File: config.mk
export PLATFORM = sky130hd
export DESIGN_NAME = regs_cmd_ctrl
export DESIGN_NICKNAME = d
export VERILOG_FILES = /design/src/rtl/regs_cmd_pkg.sv /design/src/rtl/regs_cmd_ctrl.sv
export SDC_FILE = /design/constraint.sdc
export NUM_CORES = 1
export LEC_CHECK = 0
export CAP_MARGIN = 15
export CORE_UTILIZATION = 41
export DETAILED_ROUTE_END_ITERATION = 6
export PLACE_DENSITY = 0.7
export SLEW_MARGIN = 20
export SYNTH_ARGS = -nofsm -noshare
export SYNTH_HDL_FRONTEND = slang
export SYNTH_SLANG_ARGS = --single-unit
File: constraint.sdc
create_clock -name clk -period 2.9 [get_ports clk]
set_input_delay 0.58 -clock clk [delete_from_list [all_inputs] [get_ports clk]]
set_output_delay 0.58 -clock clk [all_outputs]
set_load 0.01 [all_outputs]
File: src/rtl/regs_cmd_pkg.sv
// regs_cmd_pkg: shared state encoding, command fields and register map for the command path
package regs_cmd_pkg;
  localparam int ADDR_W        = 6;
  localparam int DATA_W        = 8;
  localparam int CMD_WR_BIT    = 7;
  localparam int CMD_BURST_BIT = 6;
  localparam logic [ADDR_W-1:0] REG_PERIOD_LO   = 6'h00;
  localparam logic [ADDR_W-1:0] REG_PERIOD_HI   = 6'h01;
  localparam logic [ADDR_W-1:0] REG_COMPARE0_LO = 6'h02;
  localparam logic [ADDR_W-1:0] REG_COMPARE1_LO = 6'h03;
  localparam logic [ADDR_W-1:0] REG_LAST        = 6'h3F;
  typedef enum logic [2:0] {
    IDLE,
    LEN,
    WDATA,
    WPULSE,
    RSTB,
    TXW
  } state_e;
endpackage

File: src/rtl/regs_cmd_ctrl.sv
// regs_cmd_ctrl: parses read/write byte commands and drives the register file strobes
module regs_cmd_ctrl #(
  parameter int ADDR_W = regs_cmd_pkg::ADDR_W,
  parameter int DATA_W = regs_cmd_pkg::DATA_W
) (
  input  logic              clk,
  input  logic              rst_n,
  input  logic [DATA_W-1:0] rx_byte,
  input  logic              rx_valid,
  output logic              rx_ready,
  output logic [DATA_W-1:0] tx_byte,
  output logic              tx_valid,
  input  logic              tx_ready,
  input  logic              frame_abort,
  output logic              read,
  output logic              write,
  output logic [ADDR_W-1:0] addr,
  output logic [DATA_W-1:0] data_write,
  input  logic [DATA_W-1:0] data_read,
  output logic              busy,
  output logic              err
);
  import regs_cmd_pkg::*;

  state_e            state_q, state_d;
  logic [ADDR_W-1:0] addr_q, addr_d;
  logic [DATA_W-1:0] cnt_q, cnt_d;
  logic [DATA_W-1:0] data_q, data_d;
  logic [DATA_W-1:0] tx_q, tx_d;
  logic              wr_q, wr_d;
  logic              err_q, err_d;
  logic              rx_fire;
  logic              more;

  assign rx_ready   = rst_n & (state_q == IDLE || state_q == LEN || state_q == WDATA);
  assign rx_fire    = rx_valid & rx_ready;
  assign more       = cnt_q > DATA_W'(1);
  assign tx_valid   = state_q == TXW;
  assign write      = state_q == WPULSE;
  assign read       = state_q == RSTB;
  assign busy       = state_q != IDLE;
  assign err        = err_q;
  assign addr       = addr_q;
  assign data_write = data_q;
  assign tx_byte    = tx_q;

  // Register all controller state; reset returns to IDLE with cleared outputs
  always_ff @(posedge clk or negedge rst_n) begin
    if (!rst_n) begin
      state_q <= IDLE;
      addr_q  <= '0;
      cnt_q   <= '0;
      data_q  <= '0;
      tx_q    <= '0;
      wr_q    <= 1'b0;
      err_q   <= 1'b0;
    end else begin
      state_q <= state_d;
      addr_q  <= addr_d;
      cnt_q   <= cnt_d;
      data_q  <= data_d;
      tx_q    <= tx_d;
      wr_q    <= wr_d;
      err_q   <= err_d;
    end
  end

  // Next state and datapath; abort wins and discards any byte accepted this cycle
  always_comb begin
    state_d = state_q;
    addr_d  = addr_q;
    cnt_d   = cnt_q;
    data_d  = data_q;
    tx_d    = tx_q;
    wr_d    = wr_q;
    err_d   = 1'b0;
    if (frame_abort) begin
      state_d = IDLE;
      cnt_d   = '0;
    end else begin
      unique case (state_q)
        IDLE: if (rx_fire) begin
          addr_d  = rx_byte[ADDR_W-1:0];
          cnt_d   = DATA_W'(1);
          wr_d    = rx_byte[CMD_WR_BIT];
          state_d = rx_byte[CMD_BURST_BIT] ? LEN : rx_byte[CMD_WR_BIT] ? WDATA : RSTB;
        end
        LEN: if (rx_fire) begin
          cnt_d   = rx_byte;
          err_d   = rx_byte == '0;
          state_d = (rx_byte == '0) ? IDLE : wr_q ? WDATA : RSTB;
        end
        WDATA: if (rx_fire) begin
          data_d  = rx_byte;
          state_d = WPULSE;
        end
        WPULSE: begin
          addr_d  = addr_q + ADDR_W'(1);
          cnt_d   = cnt_q - DATA_W'(1);
          state_d = more ? WDATA : IDLE;
        end
        RSTB: begin
          tx_d    = data_read;
          state_d = TXW;
        end
        TXW: if (tx_ready) begin
          addr_d  = addr_q + ADDR_W'(1);
          cnt_d   = cnt_q - DATA_W'(1);
          state_d = more ? RSTB : IDLE;
        end
        default: state_d = IDLE;
      endcase
    end
  end
endmodule

# After elaboration in Yosys (flattened, before gate mapping)
# Cells that the tools add are included.
[classes] magnitude_cmp=1 eq_ne=11 add_sub_neg=2 n_bitwise=3 reduce_logical=13 n_mux=23
[op_table] op="two-way mux 8 bit" count=4
[op_table] op="one-hot mux 8 bit (4 select lines)" count=1
[op_table] op="two-way mux 3 bit" count=10
[op_table] op="one-hot mux 3 bit (6 select lines)" count=1
[op_table] op="one-hot mux 6 bit (3 select lines)" count=1
[op_table] op="two-way mux 6 bit" count=2
[op_table] op="AND reduction 4 bit" count=3
[op_table] op="inequality test 3 bit, second input constant" count=3
[op_table] op="> comparator 8 x 1 -> 1 bit, second input constant" count=1
[op_table] op="zero test 8 bit" count=1
[op_table] op="subtractor 8 x 1 -> 8 bit, second input constant" count=1
[op_table] op="adder 6 x 1 -> 6 bit, second input constant" count=1
[op_table] op="equality test 3 x 2 -> 1 bit, second input constant" count=2
[op_table] op="equality test 3 bit, second input constant" count=2
[op_table] op="AND reduction 3 bit" count=2
[op_table] op="nonzero test 3 bit" count=2
[op_table] op="nonzero test 5 bit" count=1
[op_table] op="equality test 3 x 1 -> 1 bit, second input constant" count=1
[op_table] op="zero test 3 bit" count=1
[op_table] op="two-way mux 1 bit" count=3
[op_table] op="inequality test 3 x 1 -> 1 bit, second input constant" count=1
[op_table] op="AND 1 bit" count=2
[op_table] op="logical OR 1 bit" count=2
[op_table] op="two-way mux 2 bit" count=1
[op_table] op="4 further kinds" count=4
[word_totals] output_inout_bits=28 in_bits=21 elab_cells=60 regBits=35

# Depth between registers and ports, before layout
[depth] ltp_word=8 ltp_mapped=7 ltp_nobuf=6

# Worst setup path after synthesis
# OpenSTA, ideal clock, no wires.
[synth_path] path_type="flip-flop to flip-flop" start="reg cnt_q[0]" end="reg cnt_q[6]" required_time_ps=2749 period_less_slack_ps=1683 n_path_buf=0 setup_slack_ps=1217 arrival_ps=1533 setup_ps=151 path_stages_with_launch=7 cell_sequence="dfrtp_1 > inv_1 > ha_1 > or3b_1 > o31a_1 > o21ai_2 > a311oi_2"
[synth_via] elab_chain_cells=4
[synth_lines] element="start: declaration" line_no="regs_cmd_ctrl.sv:27" rtl="logic [DATA_W-1:0] cnt_q, cnt_d;"
[synth_lines] element="start signal: assignment" line_no="regs_cmd_ctrl.sv:60" rtl="cnt_q <= cnt_d;"
[synth_lines] element="subtractor 8 x 1 -> 8 bit (*)" line_no="regs_cmd_ctrl.sv:99, regs_cmd_ctrl.sv:108"
[synth_lines] element="two-way mux 8 bit" line_no="regs_cmd_ctrl.sv:106" rtl="TXW: if (tx_ready) begin"
[synth_lines] element="one-hot mux 8 bit (4 select lines) (*)" line_no="regs_cmd_ctrl.sv:81" rtl="unique case (state_q)"
[synth_lines] element="two-way mux 8 bit (*)" line_no="regs_cmd_ctrl.sv:77" rtl="if (frame_abort) begin"
# Every way passes the cells marked *; elsewhere a longest branch is shown, timed or not. The select of a mux whose other input is x is not followed.
# A chain may end at the register's enable or synchronous reset.

# Worst setup path in the final report
[layout_path] start="reg state_q[1]" end="out write"
[layout_via] elab_chain_cells=1
[layout_lines] element="start: declaration" line_no="regs_cmd_ctrl.sv:25" rtl="state_e state_q, state_d;"
[layout_lines] element="start signal: assignment" line_no="regs_cmd_ctrl.sv:58" rtl="state_q <= state_d;"
[layout_lines] element="equality test 3 x 2 -> 1 bit" line_no="regs_cmd_ctrl.sv:39" rtl="assign write = state_q == WPULSE;"
[layout_lines] element="end: declaration" line_no="regs_cmd_ctrl.sv:16" rtl="output logic write,"
# Every way passes these cells.

==> flow_metrics.py <==
metrics = {
    "floorplanning": {
        "row_count": 25,
        "pin_count": 49,
        "start_util_pct": 43.3,
        "fp.dieH_um": 73.3,
        "die-width_um": 73.3,
        "core-area_um2": 4820,
        "design.die.area_um2": 5380,
    },
    "run_status": {
        "status": "completed",
    },
    "synthesis": {
        "synth_largest_area_cell": "dfrtp_1",
        "ys_ff_latch": 35,
        "syn_avg_cell_area_um2": 10.2,
        "synth-edff-count": 0,
        "synth_top_area_share_pct": 42.0,
        "ys.flop_type": "dfrtp_1",
        "yosysUniqueCellTypes": 61,
        "synthCells": 205,
        "ys_seq_area_share_pct": 42.0,
        "synthesis.nets": 229,
        "synthTopCellsByArea": "dfrtp_1 (42%), mux2_2 (8.6%), nand2_1 (2.9%)",
        "yosys_warnings": 0,
        "synthArstFlopShare_pct": 100,
        "syn_area_um2": 2090,
    },
    "sta": {
        "max_freq_ghz": 0.388,
        "worst_hold_slack_ns": 0.191,
        "period_share_pct": 89.0,
        "tightest_slew_ns": 0.668,
        "fin_setup_tns_ns": 0,
        "fin_crit_ns": 2.58,
        "finalHoldViolations": 0,
        "finClkSkew_ns": 0.00675,
        "slew_headroom_pct": 55.5,
        "setup_viol": 0,
        "rsz0062_at_grt": "false",
        "slew_viol_final": 0,
    },
    "drt": {
        "num_vias": 1811,
        "drt_wl_total_um": 5250,
        "drc": 0,
        "ant_nets": 0,
        "drt_first_iter_violations": 167,
        "routedWlPerCell_um": 16.4,
        "via_per_inst": 5.64,
        "dr.pass1.iters": 4,
    },
    "global_routing": {
        "grt_pass1_wl_um": 8840,
        "grt_start_max_net_pins": 23,
        "antenna_found_initial": 0,
        "grt_overflow_total": 0,
        "grtUsageTotal_pct": 22.0,
        "first_global_vias": 1728,
    },
    "place": {
        "placed_cells": 314,
        "place.gp.congestion": 0.870,
        "hpwlAfterDp_um": 3830,
        "io_buffers": 48,
    },
    "cts": {
        "post_cts_resized": 0,
        "clkLatencyLatePin_ns": 0.29,
        "clkSinkCount": 35,
        "clk_pin_slew_ns": 0.07,
        "cts_tree": "built",
        "cts_buffers": 5,
        "hold_buffers": 0,
        "clock_path_buffers": 2,
        "cts_root_buf": "clkbuf_8",
        "htree_levels": 2,
        "cts_setup_buffers": 0,
    },
    "setup_path": {
        "end_kind": "output port",
        "rr_endpoint": "cnt_q[4]$_DFFE_PN0P_",
        "crit_path_start_kind": "flip-flop",
        "r2r-start": "state_q[1]$_DFFE_PN0P_",
        "crit_slowest_cell": "dfrtp_1",
        "rr_worst_depth": 4,
        "crit_chain": "nand3b_1 -> inv_1 -> clkdlybuf4s50_1",
        "worstSetupPathType": "flip-flop to output port",
        "crit_required_ns": 2.32,
        "slowest_delay_ns": 0.77,
        "r2r_setup_slack_ns": 0.63,
        "cp_max_fo": 22,
        "arrival_ns": 2.00,
    },
    "pwr": {
        "p_leak_nw": 1.12,
        "netSwitchingFraction_pct": 31.1,
        "p_seq_share_pct": 42.8,
        "clkPwrFrac_pct": 22.4,
        "pwr-share-comb_pct": 34.8,
        "power_mw": 1.61,
        "switchingPower_mw": 0.499,
        "irDropWorstVdd_uv": 421,
        "cell_internal_pwr_mw": 1.11,
        "powerDensity_nw_per_um2": 595,
    },
    "final_layout": {
        "register_area_um2": 876,
        "area_growth_pct": 29.4,
        "mostFrequentLayoutCell": "clkdlybuf4s50_1",
        "nets": 278,
        "utilization_pct": 56.1,
        "drive_gt1_share_pct": 16.5,
        "n_fill_cell": 467,
        "diodes": 0,
        "fin_cells": 321,
        "multi_input_area_um2": 1110,
        "final_cell_mix": "clkdlybuf4s50_1 (47), dfrtp_1 (35), nand2_1 (16), mux2_2 (16), nor2_1 (14)",
    },
    "worst_hold_path": {
        "hp-class": "input pin to asynchronous set/reset pin",
    },
    "run": {
        "drv_cap": 0,
    },
}
==> worst max path at each step <==
stage                                 startpoint                     end  depth (start not counted)
after global placement               frame_abort  state_q[0]$_DFFE_PN0P_                          5
after detailed placement                   rst_n     addr[0]$_DFFE_PN0P_                          6
after global routing      state_q[1]$_DFFE_PN0P_                   write                          3
final                     state_q[1]$_DFFE_PN0P_                   write                          3
after floorplan             cnt_q[0]$_DFFE_PN0P_    cnt_q[6]$_DFFE_PN0P_                          6
after CTS                 state_q[1]$_DFFE_PN0P_                   write                          3
==> Yosys cell counts (all sizes together) (3+ instances only) <==
| cell | instances |
|---|---|
| dfrtp | 35 |
| mux2 | 16 |
| nand2 | 16 |
| nor2 | 14 |
| o21ai | 12 |
| inv | 9 |
| buf | 8 |
| a211oi | 6 |
| nor3 | 6 |
| a21oi | 5 |
| nand3 | 5 |
| nor4 | 5 |
| a2bb2oi | 4 |
| a221oi | 3 |
| and3 | 3 |
| clkbuf | 3 |
| ha | 3 |
| nand2b | 3 |
| nand3b | 3 |
| nand4 | 3 |
| or3 | 3 |
==> registers in the layout, summed over array words and instances (netlist names) <==
name	count
wr_q	1
cnt_q	8
err	1
tx_byte	8
addr	6
state_q	3
data_write	8
==> per-layer routing <==
layer	GRT usage, %	up-vias	part of all wire, %
li1	-	874	-
met2	33.0	46	47
met5	0	-	0
met3	4.66	6	5.4
met1	31.1	885	46
met4	8.55	0	1.4
==> metrics by stage <==
step           instance area, um^2  worst slack, ns
2_1_floorplan                 2090             1.22
3_3_place_gp                  2610            0.633
3_5_place_dp                  2610            0.590
4_1_cts                       2700            0.322
5_1_grt                       2700            0.147
6_report                      2700            0.319
==> power groups by stage <==
stage | Sequential, mW | Clock [mW] | Combinational, mW
6_report | 0.687 | 0.359 | 0.559
5_1_grt | 0.701 | 0.395 | 0.609
4_1_cts | 0.686 | 0.369 | 0.564
3_5_place_dp | 0.694 | 0 | 0.560
3_3_place_gp | 0.691 | 0 | 0.554
2_1_floorplan | 0.718 | 0 | 0.233
==> logic make-up (layout without fill, tap and decap cells) <==
logic type	after synthesis	after routing	share of synthesized area [%]
xor gates and xnor gates	2	2	0.839
buffers and inverters	20	69	5.04
AOI/OAI and AO/OA	53	53	20.0
DFF	35	35	42.0
and+or+nand+nor	74	74	20.7
adders and majority gates	3	3	1.80
muxes	18	18	9.59
==> critical path: cells and delay by family (launching register included) <==
kind                   cells  cell delay [ns]
DFF                        1             0.77
buffers and inverters      2             0.63
and+or+nand+nor            1             0.31
==> final cells by class <==
cell class / instances / area share, %
well taps: 67 / 3.10
inverters: 9 / 1.25
clock buffers: 6 / 3.06
clock inverters: 1 / 0.185
flip-flops and latches: 35 / 32.4
repair buffers: 53 / 19.0
multi-input cells: 150 / 41.0
(Power assumes the default switching activity.)
